### config.mk
export PLATFORM = sky130hd
export DESIGN_NAME = tick_generator
export DESIGN_NICKNAME = d
export VERILOG_FILES = /design/src/rtl/tick_generator.sv
export SDC_FILE = /design/constraint.sdc
export NUM_CORES = 1
export LEC_CHECK = 0
export ABC_AREA = 1
export BUFFER_PORTS_ARGS = -buffer_cell sky130_fd_sc_hd__buf_2
export CAP_MARGIN = 10
export CORE_ASPECT_RATIO = 0.6
export CORE_MARGIN = 10
export CORE_UTILIZATION = 30
export CTS_CLUSTER_DIAMETER = 80
export CTS_CLUSTER_SIZE = 25
export DETAILED_ROUTE_END_ITERATION = 6
export PLACE_DENSITY = 0.5
export SYNTH_ARGS = -nofsm -noshare
export SYNTH_HDL_FRONTEND = slang
export SYNTH_SLANG_ARGS = --single-unit
### constraint.sdc
create_clock -name s_clock -period 2.5 [get_ports s_clock]
set_clock_uncertainty 0.2 [all_clocks]
set_input_delay 0.375 -clock s_clock [delete_from_list [all_inputs] [get_ports s_clock]]
set_output_delay 0.375 -clock s_clock [all_outputs]
set_load 0.02 [all_outputs]
### src/rtl/tick_generator.sv
// tick_generator: programmable clock-enable source with free-running and
// single-step modes, a runtime-loadable reload register and a tick counter.
module tick_generator #(
  parameter int unsigned nrOfBits      = 16,
  parameter int unsigned reloadValue   = 9999,
  parameter int unsigned tickCountBits = 8
) (
  input  logic                     reset,
  input  logic                     s_clock,
  input  logic                     run,
  input  logic                     step,
  input  logic                     load,
  input  logic [nrOfBits-1:0]      loadValue,
  input  logic                     clearCount,
  output logic                     tick,
  output logic                     running,
  output logic [tickCountBits-1:0] tickCount
);

  localparam logic [nrOfBits-1:0] RELOAD_INIT = nrOfBits'(reloadValue);

  typedef enum logic {
    STOPPED = 1'b0,
    RUNNING = 1'b1
  } state_t;

  state_t                   r_state;
  logic [nrOfBits-1:0]      r_counter;
  logic [nrOfBits-1:0]      r_reload;
  logic                     r_step_d;
  logic                     r_tick;
  logic [tickCountBits-1:0] r_tick_count;

  logic                     w_step_rise;
  logic                     w_counter_zero;
  logic                     w_tick_set;

  assign w_step_rise    = step & ~r_step_d;
  assign w_counter_zero = (r_counter == '0);

  // A tick is issued either by a step edge while stopped, or by period expiry
  // while running; the entering/leaving edges of RUNNING never tick.
  assign w_tick_set = (r_state == STOPPED) ? (~run & w_step_rise)
                                           : (run & w_counter_zero);

  assign tick      = r_tick;
  assign running   = (r_state == RUNNING);
  assign tickCount = r_tick_count;

  // Run/stop state machine with the divider counter and the registered tick.
  always_ff @(posedge s_clock or posedge reset) begin
    if (reset) begin
      r_state   <= STOPPED;
      r_counter <= RELOAD_INIT;
      r_tick    <= 1'b0;
    end else begin
      r_tick <= w_tick_set;
      case (r_state)
        STOPPED: begin
          if (run) begin
            r_state   <= RUNNING;
            r_counter <= r_reload;
          end
        end
        RUNNING: begin
          if (!run) begin
            r_state <= STOPPED;
          end else if (w_counter_zero) begin
            r_counter <= r_reload;
          end else begin
            r_counter <= r_counter - nrOfBits'(1);
          end
        end
      endcase
    end
  end

  // Reload register; a coincident reload still sees the old value.
  always_ff @(posedge s_clock or posedge reset) begin
    if (reset) begin
      r_reload <= RELOAD_INIT;
    end else if (load) begin
      r_reload <= loadValue;
    end
  end

  // Previous step level for rising-edge detection.
  always_ff @(posedge s_clock or posedge reset) begin
    if (reset) begin
      r_step_d <= 1'b0;
    end else begin
      r_step_d <= step;
    end
  end

  // Issued-tick counter; clear wins over a coincident increment.
  always_ff @(posedge s_clock or posedge reset) begin
    if (reset) begin
      r_tick_count <= '0;
    end else if (clearCount) begin
      r_tick_count <= '0;
    end else if (w_tick_set) begin
      r_tick_count <= r_tick_count + tickCountBits'(1);
    end
  end

endmodule

Yosys cells after proc, flatten, opt, wreduce, memory -nomap -nowiden
Index checks and enable logic that the tools add are counted.
{"block": "classes", "addsub": 2, "mul": 0, "n_div": 0, "order_cmp": 0, "eq_ne": 2, "shifts": 0, "n_mux": 8, "bitwise": 6, "n_reduce_logical": 3}
{"op": "16-bit two-way mux", "n": 3}
{"op": "16-bit case mux with 2 select lines", "n": 1}
{"op": "16-bit zero test", "n": 1}
{"op": "8-bit two-way mux", "n": 2}
{"op": "16-bit by 1-bit subtractor with 16-bit output (second input constant)", "n": 1}
{"op": "8-bit by 1-bit adder with 8-bit output (second input constant)", "n": 1}
{"op": "2-bit != test (second input constant)", "n": 2}
{"op": "1-bit bitwise AND", "n": 3}
{"op": "1-bit inverter", "n": 3}
{"op": "1-bit two-way mux", "n": 2}
{"op": "2-bit AND reduction", "n": 1}
{"op": "2-bit nonzero test", "n": 1}
{"block": "totals", "regBits": 43, "latch_bits": 0, "ramBits": 0, "rom_bits": 0, "input_bits": 22, "out_inout_bits": 10, "elab_cells": 27, "mem_count": 0}

Logic depth before layout (Yosys ltp)
Gate-level depths: netlist (run 1).
{"block": "depth", "word_depth": 6, "depth_mapped": 13, "depth_no_buf": 12}

Worst setup path before layout (run 1)
Ideal clock, no wire load.
{"block": "synth_path", "path_kind": "flip-flop to flip-flop", "startpoint": "register r_counter[0]", "endpoint": "register r_counter[14]", "setup_time_ns": 0.066, "arrival_ns": 1.505, "t_required_ns": 2.234, "slack_ns": 0.729, "path_stages_with_launch": 13, "n_path_buf": 1, "synth_period_minus_slack_ns": 1.771, "cell_sequence": "dfstp_2 > inv_1 > ha_1 > inv_1 > nor2_1 > nand2_1 > nor2_4 > nand2_4 > nand2_8 > buf_12 > a21oi_1 > nand2_1 > nand2_1"}
{"block": "synth_between", "elab_chain_cells": 4, "word_cells_on_any_way": 5, "cone_classes": "1 x add/sub; 3 x mux; 1 x reduce/logical"}
{"item": "start: declaration", "line_no": "28", "rtl": "logic [nrOfBits-1:0] r_counter;"}
{"item": "start signal: assignment", "line_no": "62", "rtl": "r_counter <= r_reload;"}
{"item": "start signal: assignment", "line_no": "69", "rtl": "r_counter <= r_reload;"}
{"item": "start signal: assignment", "line_no": "71", "rtl": "r_counter <= r_counter - nrOfBits'(1);"}
{"item": "16-bit by 1-bit subtractor with 16-bit output or 16-bit zero test (tied branches)", "line_no": "71, 39"}
{"item": "16-bit two-way mux (*)", "line_no": "68", "rtl": "end else if (w_counter_zero) begin"}
{"item": "16-bit two-way mux (*)", "line_no": "66", "rtl": "if (!run) begin"}
{"item": "16-bit case mux with 2 select lines (*)", "line_no": "58", "rtl": "case (r_state)"}
Mark *: on every way between the ends. The rest lies on a longest branch, timed or not. The select of a mux whose other input is x is not followed.
A chain may end at the register's enable or synchronous reset.

Worst setup path after layout (run 1)
{"block": "layout_path", "startpoint": "register r_counter[0]", "endpoint": "register r_counter[11]"}
The elaborated chain is that of the path after synthesis.

==> metrics.yaml, run 1 <==
status:
  status: "complete, no violations"
setup_path:
  crit_chain: "inv_1, ha_1, inv_1, nor2_1, nand2_1, nor2_4, nand2_4, nand2_8, inv_2, nand3_1, nand2_1, nand2_1"
  worstPathRequired_ns: 2.48
  cp-start-kind: "flop"
  slowest_delay_ns: 0.52
  crit_top_cell: "nand2_1"
  endpoint_kind: "flop"
  worstPathMaxFanout: 19
  critPathSlowestCell: "dfstp_2"
  worstSetupPathType: "flop to flop"
  crit_arrival_ns: 2.02
sta:
  max_slew_margin_pct: 62.25
  finalMaxSlewViolations: 0
  rsz0062_at_grt: "false"
  period_needed_ns: 2.041
  setup_tns_ns: 0
  finalCritPeriodShare_pct: 81.64
  tightest_slew_ns: 0.5662
  fmax_ghz: 0.4899
  setup_viol: 0
  finalHoldViolations: 0
global_routing:
  grt_util_met1_pct: 14.00
  grt_pass1_vias: 2028
  grt_pass1_wl_mm: 10.11
  globalRoute.busiestLayer: "met1"
  use_met3_pct: 3.120
  grt_max_degree: 44
  grt_usage_pct: 9.605
  grt_overflow: 0
  use_met2_pct: 12.74
  antenna_found_initial: 0
place:
  port_buffers: 31
  gp_congestion: 0.7939
  dpl_cell_area_mm2: 0.002764
  detailed_place_hpwl_mm: 4.467
final_layout:
  regArea_mm2: 0.001096
  final_area_mm2: 0.002924
  layout_common_cells: "nand2_1, inv_1, nand3_1, buf_2, dfrtp_1"
  fillers: 864
  final_common_cell: "nand2_1"
  drive_above_1_share_pct: 23.33
  multiInputGateArea_mm2: 0.001197
  nets: 384
  antenna_cells: 0
  area_growth_pct: 16.21
clock_network:
  clkLatencyLatePin_ns: 0.29
  htree_num_levels: 2
  post_cts_resized: 0
  cts_sinks: 43
  numCtsBuffers: 5
  clk_pin_slew_ns: 0.06
  ctsHoldBuffers: 0
  cts_setup_buffers: 0
  cts_root_buffer: "clkbuf_16"
  cts-root-to-sink-buffers: 2
  cts_tree: "built"
synth:
  synth-xor-area-share_pct: 2.089
  syn_nets: 353
  yosys.area_share.simple_pct: 38.34
  synth_compound_area_share_pct: 4.774
  synthMuxAreaShare_pct: 0.8951
  ys_warn_count: 0
  syn_inst: 328
  synth_top_family_by_area: "simple AND/OR/NAND/NOR gates"
  synthAdderAreaFrac_pct: 1.492
  synth_seq_area_share_pct: 43.56
  ys_seq_elements: 43
  synth_area_per_cell_um2: 7.671
  syn_area_mm2: 0.002516
  synth_top_cell_area_share_pct: 26.85
  synthTopCellsByArea: "dfrtp_1, dfstp_2, nand2_1, nand3_1, inv_1"
  synth_cell_types: 28
  synth_top_cell_by_area: "dfrtp_1"
die:
  ios: 32
  fp.dieW_um: 138.2
  std_cell_rows: 25
  start_util_pct: 31.42
  dieArea_mm2: 0.01257
  coreArea_mm2: 0.008008
  die_y_um: 90.94
hold_path:
  hp-class: "input pin to flop"
drt:
  dr.pass1.iters: 4
  drtIter0Drc: 104
  vias: 2093
  remaining_drc_errors: 0
  ant_nets: 0
  viasPerCell: 4.472
  routed_wl_mm: 6.021
  wl_per_cell_um: 12.87
pwr:
  leakage_nw: 1.519
  power_density_mw_per_mm2: 635.8
  peakVddDrop_v: 0.0002239
run:
  drv_cap: 0
-- routing by layer --
layer	share of wire [%]	wire, um
met3	4.1	247
met1	56	3348
met2	39	2363
met5	0	0
met4	1.0	61
-- final timing paths --
path,startpoint,to,depth (start not counted),slack (ns)
max,r_counter[0],r_counter[11],12,0.46
min,step,r_step_d,1,0.01
max in group asynchronous,reset,r_counter[1],3,1.70
max reg2reg,r_counter[0],r_counter[11],12,0.46
min reg2reg,r_reload[13],r_reload[13],2,0.30
min in group asynchronous,reset,running,3,0.02
-- worst max-delay path: cells and delay by family (launching register included) --
family        cells  cell delay [ns]
simple gates      8             0.68
buf+inv           3             0.30
fa+ha+maj         1             0.21
flops             1             0.52
-- sequential cells by signal (all words and copies together) (netlist names) --
register   flops
r_counter     16
r_reload      16
tickCount      8
r_step_d       1
running        1
tick           1
-- through the flow --
stage	power, W	setup slack (ns)	instances	hold slack [ns]	utilization, %
3_3_place_gp	0.001174	0.5105	460	0.2770	34.52
4_1_cts	0.001885	0.4484	468	0.001458	36.52
5_1_grt	0.001973	0.2921	468	0.001824	36.52
2_1_floorplan	0.001086	0.7293	328	0.2064	-
3_5_place_dp	0.001175	0.4616	460	0.2911	34.52
6_report	0.001859	0.4589	468	0.01241	36.52
-- where the power goes --
| group | total, W | switching (W) | internal [W] |
|---|---|---|---|
| logic | 0.000315 | 0.000205 | 0.000110 |
| clock network | 0.000696 | 0.000271 | 0.000425 |
| registers | 0.000848 | 0.0000629 | 0.000785 |
-- area by class of cell --
type | count | share of cell area, %
well taps | 108 | 4.621
repair buffers | 34 | 6.076
flip-flops and latches | 43 | 37.48
clock inverters | 1 | 0.2567
clock buffers | 7 | 5.220
inverters | 42 | 5.392
multi-input cells | 233 | 40.95
-- synthesized netlist by cell type --
library cell,number
nor3_1,1
nor2_2,4
inv_2,1
clkbuf_1,4
nor2_1,16
dfrtp_1,27
buf_12,1
nand2_4,2
ha_1,3
nand2_2,9
nand2_8,1
nor2_4,5
buf_6,1
mux2_2,2
nand4_1,14
o21ai_0,18
nand4_4,1
inv_1,41
nand3_2,1
buf_1,1
nand3_1,39
nand3b_1,3
a21oi_1,6
xor2_1,5
buf_2,3
dfstp_2,16
xnor2_1,1
nand2_1,102
-- kinds of logic after synthesis --
group / count (synthesis)
DFF: 43
xor gates and xnor gates: 6
AOI/OAI and AO/OA: 24
adders and majority gates: 3
muxes: 2
and+or+nand+nor: 198
buffers and inverters: 52
Power figures use the tool's default switching activity.
==> inputs of run 2 (changes only) <==
clock period = 2.05 ns   (was 2.5 ns; I/O delays follow)
==> metrics.yaml, run 2 (synthesized netlist as in run 1, its figures left out) <==
final_layout:
  layout_common_cells: "nand2_1, inv_1, nand3_1, buf_2, dfrtp_1"
  area_growth_pct: 19.00
  final_common_cell: "nand2_1"
  final_area_mm2: 0.002994  # +2.4%
  nets: 392  # +2.1%
  finalCoreUtilization_pct: 37.39  # +0.88 points
  drive_above_1_share_pct: 24.46  # +1.1 points
  antenna_cells: 0  # unchanged
drt:
  vias: 2174  # +3.9%
  routed_wl_mm: 6.330  # +5.1%
  viasPerCell: 4.567  # +2.1%
  remaining_drc_errors: 0  # unchanged
  drtIter0Drc: 137  # +32%
  wl_per_cell_um: 13.30  # +3.4%
  dr.pass1.iters: 4  # unchanged
  ant_nets: 0  # unchanged
clock_network:
  clk_pin_slew_ns: 0.06  # about the same
  numCtsBuffers: 5  # unchanged
  cts_root_buffer: "clkbuf_16"
  htree_num_levels: 2  # unchanged
  clkLatencyLatePin_ns: 0.29  # about the same
  cts_tree: "built"
  cts_sinks: 43  # unchanged
  cts-root-to-sink-buffers: 2  # unchanged
global_routing:
  grt_overflow: 0  # unchanged
  grt_pass1_wl_mm: 10.72  # +6.1%
  grt_max_degree: 44  # unchanged
  grt_pass1_vias: 2086  # +2.9%
  grt_usage_pct: 10.28  # +0.68 points
  antenna_found_initial: 0  # unchanged
sta:
  period_needed_ns: 1.870  # -0.1711 ns
  setup_viol: 0  # unchanged
  finalHoldViolations: 0  # unchanged
  rsz0062_at_grt: "false"
  finalCritPeriodShare_pct: 91.22  # +9.6 points
  max_slew_margin_pct: 62.36  # +0.11 points
  tightest_slew_ns: 0.5645  # -0.001674 ns
  fmax_ghz: 0.5348  # +9.1%
  finalMaxSlewViolations: 0  # unchanged
  fin_ws_ns: 0.1800  # -0.2789 ns
  setup_tns_ns: 0  # unchanged
pwr:
  power_frac_seq_pct: 46.6  # +1.0 points
  p_int_w: 0.001551  # +17%
  combPwrFrac_pct: 18.1  # +1.2 points
  switchingPower_w: 0.0006738  # +25%
  pwr-share-clk_pct: 35.3  # -2.1 points
  finalPower_w: 0.002224  # +20%
  switching_share_pct: 30.29  # +1.3 points
  leakage_nw: 1.552  # +2.2%
  peakVddDrop_v: 0.0003118  # +39%
  power_density_mw_per_mm2: 742.9  # +17%
setup_path:
  reg2reg_depth: 12  # unchanged
  worstReg2RegStart: "r_counter[0]"
  critPathSlowestCell: "dfstp_2"
  worstReg2RegEnd: "r_counter[3]"
  cp-start-kind: "flop"
  reg2reg_slack_ns: 0.18  # -0.28 ns
  crit_end: "r_counter[3]"
  crit_arrival_ns: 1.91  # -0.11 ns
  crit_top_cell: "nand2_1"
  startpoint: "r_counter[0]"
  worstPathMaxFanout: 10  # -9
  worstPathRequired_ns: 2.09  # -0.39 ns
  slowest_delay_ns: 0.54  # +0.02 ns
  crit_chain: "inv_2, ha_1, inv_1, nor2_1, nand2_1, nor2_4, nand2_4, nand2_8, buf_4, nand2_2, nand3_1, nand2_1"
  endpoint_kind: "flop"
  worstSetupPathType: "flop to flop"
die:
  ios: 32  # unchanged
  coreArea_mm2: 0.008008  # unchanged
  fp.dieW_um: 138.2  # unchanged
  dieArea_mm2: 0.01257  # unchanged
  start_util_pct: 31.42  # unchanged
  std_cell_rows: 25  # unchanged
  die_y_um: 90.94  # unchanged
place:
  dpl_cell_area_mm2: 0.002786  # +0.81%
  detailed_place_hpwl_mm: 4.568  # +2.3%
  post-place-ws_ns: 0.09162  # -0.3700 ns
  port_buffers: 31  # unchanged
  gp_congestion: 0.8515  # +7.3%
status:
  status: "complete, no violations"
hold_path:
  hp-class: "input pin to flop"
run:
  drv_cap: 0  # unchanged
==> run 2: cell types whose count changed in the layout (fill, tap and decap cells not counted), sizes merged <==
cell / previous run / this run
buf: 34 / 39
clkbuf: 7 / 6
clkinv: 1 / 2
dlygate4sd3: 0 / 2
nand2: 114 / 115
==> run 2: how the worst min path moves through the flow <==
stage	start	endpoint	slack (ns)	depth (start not counted)
floorplan	step	r_step_d	0.14	0
global placement	step	r_step_d	0.23	1
detailed placement	step	r_step_d	0.23	1
CTS	loadValue[0]	r_reload[0]	0.02	3
global route	loadValue[5]	r_reload[5]	0.03	3
finish	loadValue[5]	r_reload[5]	0.02	3
==> run 2: repair_timing <==
item,CTS,global route
endpoints found under the hold margin,28,0
buffers inserted,0,2
hold buffers,2,0
endpoints found under the setup margin,0,9
resized for setup,0,7
==> run 2: power by group through the flow <==
stage / Sequential [W] / Combinational [W] / Clock [W]
6_report: 0.00104 / 0.000402 / 0.000785
5_1_grt: 0.00105 / 0.000470 / 0.000862
4_1_cts: 0.00104 / 0.000396 / 0.000811
3_5_place_dp: 0.00105 / 0.000391 / 0
3_3_place_gp: 0.00105 / 0.000385 / 0
2_1_floorplan: 0.00103 / 0.000294 / 0
==> run 2: worst max-delay path: cells and delay by family (launching register included) <==
kind,cells,cell delay (ns)
fa+ha+maj,1,0.20
buf+inv,3,0.28
flops,1,0.54
simple gates,8,0.60
==> run 2: stage by stage <==
step	hold WS [ns]	cells
2_1_floorplan	0.1389	328
3_3_place_gp	0.2315	463
3_5_place_dp	0.2335	463
4_1_cts	0.01593	473
5_1_grt	0.02968	476
6_report	0.02226	476
==> run 2: final cells by class <==
| type | instances | area [um2] |
|---|---|---|
| clock buffer | 6 | 128.9 |
| clock inverter | 2 | 12.51 |
| fill | 863 | 5014 |
| inverter | 42 | 165.2 |
| multi-input combinational | 234 | 1214 |
| sequential | 43 | 1096 |
| tap | 108 | 135.1 |
| timing repair buffer | 41 | 242.7 |
==> run 2: layer usage <==
metal / vias up / wire length (um) / part of all wire (%) / track usage (%)
li1: 1124 / - / - / -
met1: 1011 / 3619 / 57 / 15.31
met2: 33 / 2426 / 38 / 13.57
met3: 6 / 225 / 3.6 / 2.860
met4: 0 / 59 / 0.93 / 3.409
met5: - / 0 / 0 / 0
